`src/rtl/local_pattern_table.sv`:
```
// Second-level table of a two-level local branch predictor: 2**HIST_W 2-bit
// saturating counters with registered lookup, write-first training and perf counters.
module local_pattern_table #(
  parameter int HIST_W = 4,
  parameter int CNT_W  = 16
) (
  input  logic              clk,
  input  logic              rst,
  input  logic              rd_valid,
  input  logic [HIST_W-1:0] rd_hist,
  output logic              pred_valid,
  output logic              pred_taken,
  output logic [1:0]        pred_ctr,
  input  logic              upd_valid,
  input  logic [HIST_W-1:0] upd_hist,
  input  logic              upd_taken,
  input  logic              upd_mispredict,
  output logic [CNT_W-1:0]  upd_cnt,
  output logic [CNT_W-1:0]  mispred_cnt
);

  localparam int TBL = 1 << HIST_W;
  localparam logic [1:0] CTR_RESET = 2'b01;

  // Post-update value of every entry; lookups read this so a same-index
  // update in the same cycle is visible to the read (write-first).
  logic [1:0] w_ctr_next [TBL];

  genvar gi;
  generate
    for (gi = 0; gi < TBL; gi++) begin : g_entry
      logic [1:0] r_ctr;
      logic [1:0] w_ctr_upd;
      logic       w_hit;

      assign w_hit = upd_valid && (upd_hist == HIST_W'(gi));

      always_comb begin
        w_ctr_upd = r_ctr;
        if (w_hit) begin
          if (upd_taken) begin
            if (r_ctr != 2'b11) w_ctr_upd = r_ctr + 2'd1;
          end else begin
            if (r_ctr != 2'b00) w_ctr_upd = r_ctr - 2'd1;
          end
        end
      end

      always_ff @(posedge clk) begin
        if (rst) r_ctr <= CTR_RESET;
        else     r_ctr <= w_ctr_upd;
      end

      assign w_ctr_next[gi] = w_ctr_upd;
    end
  endgenerate

  logic             r_pred_valid;
  logic [1:0]       r_pred_ctr;
  logic [CNT_W-1:0] r_upd_cnt;
  logic [CNT_W-1:0] r_mispred_cnt;

  // pred_ctr/pred_taken deliberately hold their last value when no lookup.
  always_ff @(posedge clk) begin
    if (rst) begin
      r_pred_valid <= 1'b0;
      r_pred_ctr   <= CTR_RESET;
    end else begin
      r_pred_valid <= rd_valid;
      if (rd_valid) r_pred_ctr <= w_ctr_next[rd_hist];
    end
  end

  always_ff @(posedge clk) begin
    if (rst) begin
      r_upd_cnt     <= '0;
      r_mispred_cnt <= '0;
    end else if (upd_valid) begin
      if (r_upd_cnt != '1) r_upd_cnt <= r_upd_cnt + 1'b1;
      if (upd_mispredict && (r_mispred_cnt != '1)) r_mispred_cnt <= r_mispred_cnt + 1'b1;
    end
  end

  assign pred_valid  = r_pred_valid;
  assign pred_ctr    = r_pred_ctr;
  assign pred_taken  = r_pred_ctr[1];
  assign upd_cnt     = r_upd_cnt;
  assign mispred_cnt = r_mispred_cnt;

endmodule

```
`config.mk`:
```
export PLATFORM = sky130hd
export DESIGN_NAME = local_pattern_table
export DESIGN_NICKNAME = d
export VERILOG_FILES = /design/src/rtl/local_pattern_table.sv
export SDC_FILE = /design/constraint.sdc
export NUM_CORES = 1
export LEC_CHECK = 0
export BUFFER_PORTS_ARGS = -buffer_cell sky130_fd_sc_hd__buf_2
export CAP_MARGIN = 25
export CORE_AREA = 5 5 120 65
export DETAILED_ROUTE_END_ITERATION = 8
export DIE_AREA = 0 0 125 70
export PLACE_DENSITY = 0.81
export SLEW_MARGIN = 15
export SYNTH_ARGS = -nofsm -noshare
export SYNTH_HDL_FRONTEND = slang
export SYNTH_SLANG_ARGS = --single-unit
```
`constraint.sdc`:
```
create_clock -name clk -period 2.6 [get_ports clk]
set_input_delay 0.52 -clock clk [delete_from_list [all_inputs] [get_ports clk]]
set_output_delay 0.52 -clock clk [all_outputs]
set_load 0.01 [all_outputs]
```
# --- After elaboration in Yosys (flattened, before gate mapping) ---
# Cells that the tools add are included.
totals:
  ff_bits: 67
  out_inout_bits: 36
  wordCells: 192
op_classes:
  n_addsub: 34
  n_lt_le_gt_ge: 1
  n_eq_ne: 33
  mux: 67
  n_bitwise: 1
  reduce_logical: 36
ops:
  columns: ["cell", "count"]
  rows:
  - ["2-bit 2-to-1 mux", 66]
  - ["16-bit by 1-bit adder with 16-bit output (second input constant)", 2]
  - ["2-bit by 1-bit adder with 2-bit output (second input constant)", 16]
  - ["4-bit == test (second input constant)", 8]
  - ["16-bit != test (second input constant)", 2]
  - ["2-bit != test (second input constant)", 16]
  - ["2-bit nonzero test", 16]
  - ["2-bit by 1-bit subtractor with 2-bit output (second input constant)", 16]
  - ["1-bit logical AND", 17]
  - ["4-bit by 3-bit == test with 1-bit output (second input constant)", 4]
  - ["2-bit binary-select mux with 4-bit select", 1]
  - ["4-bit by 2-bit == test with 1-bit output (second input constant)", 2]
  - ["5-bit greater-or-equal comparator (second input constant)", 1]
  - ["4-bit inverter with 5-bit output", 1]
  - ["4-bit by 1-bit == test with 1-bit output (second input constant)", 1]
  - ["4-bit zero test", 1]
  - ["2-bit AND reduction", 2]

# --- Longest topological paths before layout ---
logic_depth:
  word_depth: 7
  ltp_mapped: 8

# --- Worst setup path after synthesis ---
# OpenSTA, ideal clock, no wires.
synth_timing:
  path_kind: "in2reg"
  start: "input upd_hist[2]"
  end: "register r_pred_ctr[1] (netlist: pred_ctr[1])"
  setup_time_ns: 0.128
  arrival_ns: 2.187
  t_required_ns: 2.472
  path_slack_ns: 0.284
  stages: 8
  n_path_buf: 2
  cell_sequence: "buf_2 > or2_1 > buf_2 > o31ai_1 > a21oi_1 > mux4_2 > a2111oi_2 > nor4_1"
synth_via:
  elab_chain_cells: 6
  word_cells_on_any_way: 51
  cone_classes: "eq/ne (15); mux (19); reduce/logical (17)"
synth_rtl:
  columns: ["element", "line", "source"]
  rows:
  - ["start, declared", "15", "input logic [HIST_W-1:0] upd_hist,"]
  - ["4-bit == test, or another cell as far along", "36", "assign w_hit = upd_valid && (upd_hist == HIST_W'(gi));"]
  - ["1-bit logical AND", "36", null]
  - ["2-bit 2-to-1 mux", "40", "if (w_hit) begin"]
  - ["2-bit binary-select mux with 4-bit select (*)", "70", "if (rd_valid) r_pred_ctr <= w_ctr_next[rd_hist];"]
  - ["2-bit 2-to-1 mux (implied by the code) (*) (2 in a row)", "70", null]
  - ["end signal, assigned", "70", null]
  - ["end, declared", "59", "logic [1:0] r_pred_ctr;"]
# Mark *: on every way between the ends. The rest lies on a longest branch, timed or not. The select of a mux whose other input is x is not followed.
# A chain may end at the register's enable or synchronous reset.

# --- Final worst setup path ---
layout_timing:
  start: "register r_upd_cnt[0] (netlist: upd_cnt[0])"
  end: "register r_upd_cnt[8] (netlist: upd_cnt[8])"
layout_via:
  elab_chain_cells: 2
  word_cells_on_any_way: 3
  cone_classes: "add/sub (1); eq/ne (1); reduce/logical (1)"
layout_rtl:
  columns: ["element", "line", "source"]
  rows:
  - ["start, declared", "60", "logic [CNT_W-1:0] r_upd_cnt;"]
  - ["start signal, assigned", "79", "if (r_upd_cnt != '1) r_upd_cnt <= r_upd_cnt + 1'b1;"]
  - ["parallel branches: the longest is 2 deep, another holds 16-bit by 1-bit adder with 16-bit output", null, null]
# Parallel ways; which one is timed is not known.

==> results_dict.tcl <==
set metrics [dict create \
    path_class "register to register" \
    yosysWarningCount 0 \
    cts_tree "built" \
    synth.avg_cell_area_um2 8.315 \
    cellPowerDensity_mw_per_mm2 570.0 \
    drv_cap 0 \
    yosys-top-cells-area "dfxtp_1, nor2_1, xor2_1, a31oi_1, nand2_1" \
    ir_drop_mv 0.4685 \
    core_area_mm2 0.006543 \
    tns_ns 0 \
    placementRows 21 \
    nNetsFinal 506 \
    syn_to_final_growth_pct 15.99 \
    numCtsBuffers 9 \
    arrival_ns 2.47 \
    initial_core_util_pct 57.07 \
    crit_fanout 10 \
    layout_min_cycle_time_ns 2.234 \
    synth.distinct_cells 62 \
    fillers 532 \
    clock_skew_ns 0.008402 \
    num_vias 3579 \
    synth_top_flop_cell "dfxtp_1" \
    hold_ws_ns 0.4928 \
    crit_required_ns 2.83 \
    drcViolationCount 0 \
    power_leakage_uw 0.001717 \
    worstSkewPairLatency_ns 0.34 \
    hpwlAfterDp_mm 6.518 \
    ioPinCount 50 \
    synth_fp_nets 465 \
    cts_buffer_depth 2 \
    tightest_slew_ns 0.6049 \
    synth_top_area_share_pct 35.92 \
    die_w_um 125 \
    dieArea_mm2 0.008750 \
    place_congestion 0.9372 \
    post_cts_resized 0 \
    first_pass_iters 7 \
    cp-start-kind "register" \
    hold_path.class "register to register" \
    portBuffers 49 \
    hold_violations 0 \
    drive_above_1_share_pct 23.23 \
    postSynthCellCount 449 \
    drt-wirelength-per-cell_um 16.24 \
    overflow 0 \
    rsz0062_at_grt "false" \
    die_y_um 70 \
    postCtsSetupRepairBufs 0 \
    yosys.area.top_type "dfxtp_1" \
    viasPerCell 6.097 \
    ctsHoldBuffers 0 \
    netlist_area_mm2 0.003734 \
    grt_pass1_wl_mm 16.02 \
    setup_violations 0 \
    max_slew_margin_pct 59.67 \
    synth_edf_count 0 \
    grt_max_degree 37 \
    yosysSeqAreaShare_pct 35.92 \
    post-synth-top-count-cell "dfxtp_1" \
    cts_max_level 3 \
    clk_pin_slew_worst_paths_ns 0.06 \
    synth_common_cells "dfxtp_1, nor2_1, nand2_1" \
    worstSetupEndpointType "register" \
    drt_iter0_drc 240 \
    grtUsageTotal_pct 22.28 \
    root_buffer "clkbuf_16" \
    antenna_found_initial 0 \
    report.final.slew_viol_count 0 \
    grt_pass1_vias 3283 \
    diodes 0 \
    ant_nets 0 \
    cts_sinks 67 \
    status "finished, final reports clean" \
    synthArstFlopShare_pct 0 \
    fmax_ghz 0.4476 \
    routed_wirelength_mm 9.532 \
    fin_crit_sh_pct 85.93 \
    ys_ff_latch 67 \
]
[worst paths after layout]
check                              endpoint   startpoint  cells past startpoint  slack, ns
worst max-delay path             upd_cnt[8]   upd_cnt[0]                      7       0.37
worst min-delay path            pred_ctr[0]  pred_ctr[0]                      2       0.49
worst max register to register   upd_cnt[8]   upd_cnt[0]                      7       0.37
worst min register to register  pred_ctr[0]  pred_ctr[0]                      2       0.49
[cells by family (layout without fill, tap and decap cells)]
logic type                 after synthesis  after routing  share of synthesized area, %
AOI/OAI and AO/OA                      101            101                         20.84
xor gates and xnor gates                28             28                         6.568
adders and majority gates                2              2                        0.6701
buffers and inverters                   53             99                         6.568
DFF                                     67             67                         35.93
muxes                                    6              6                         2.949
and+or+nand+nor                        192            192                         26.47
[cell usage in the layout, fill, tap and decap left out, types with 3 or more instances in the layout]
master,netlist,routed
o21a_1,5,5
nand4b_1,3,3
nor2b_1,5,5
a21oi_1,7,7
nand3b_1,3,3
and3_1,7,7
nand2b_1,5,5
a22oi_1,3,3
xor2_1,19,19
o31ai_1,11,11
o22ai_1,5,5
a21o_1,3,3
nor3_1,12,12
nor3b_1,3,3
inv_1,20,20
nand4_1,11,11
nand3_1,16,16
o2111ai_1,8,8
and4_1,5,5
dfxtp_1,67,67
o31a_1,3,3
o221a_2,3,3
o21ai_0,7,7
xnor2_1,9,9
a31oi_1,17,17
nor2_1,62,62
clkbuf_16,0,9
or3_1,4,4
or2_2,12,12
buf_2,9,49
nand2_1,28,28
nor4_1,5,5
mux4_2,4,4
buf_4,1,13
o211ai_1,5,5
a31o_2,9,9
[state kept, by name (all words and copies together) (netlist names)]
signal	flops
g_entry.r_ctr	32
mispred_cnt	16
upd_cnt	16
pred_ctr	2
pred_valid	1
[layer usage]
metal  vias up  wire length, µm  share of wire, %  track usage, %
met5         -                0                 0               0
met4         0              146               1.5           7.813
met3        19              959                10           8.149
met2       163             4139                43           33.79
met1      1682             4286                45           29.28
li1       1715                -                 -               -
[critical path, cell delays in order, from the launching register on]
cell	delay, ns
dfxtp_1	0.40
ha_1	0.19
nand3_1	0.17
or3b_2	0.54
o31ai_4	0.43
or3_1	0.20
xor2_1	0.15
nor2_1	0.05
[final cells by class]
cell class	instances	area, µm²	area share (%)
Multi-Input combinational cell	329	2147	49.58
Sequential cell	67	1341	30.97
Timing Repair Buffer	63	362.8	8.379
Clock buffer	11	252.7	5.836
Tap cell	92	115.1	2.658
Inverter	20	75.07	1.734
Clock inverter	5	36.28	0.8379
[where the power goes]
part / total [µW] / leakage, µW / internal [µW] / switching [µW]
sequential: 1070 / 0.000543 / 1050 / 20.4
combinational: 229 / 0.00103 / 87.3 / 142
clock: 1170 / 0.000146 / 700 / 471
total: 2470 / 0.00172 / 1830 / 633
[through the flow]
step / worst slack, ns / std cells / instance area [µm²] / utilization [%] / total power, µW
2_1_floorplan: 0.2842 / 449 / 3734 / - / 1246
3_3_place_gp: 0.1582 / 571 / 4041 / 61.77 / 1310
3_5_place_dp: 0.1156 / 571 / 4041 / 61.77 / 1313
4_1_cts: 0.3684 / 587 / 4330 / 66.19 / 2485
5_1_grt: 0.2278 / 587 / 4330 / 66.19 / 2555
6_report: 0.3659 / 587 / 4330 / 66.19 / 2468
No activity file was read; power rests on OpenSTA's default activity.
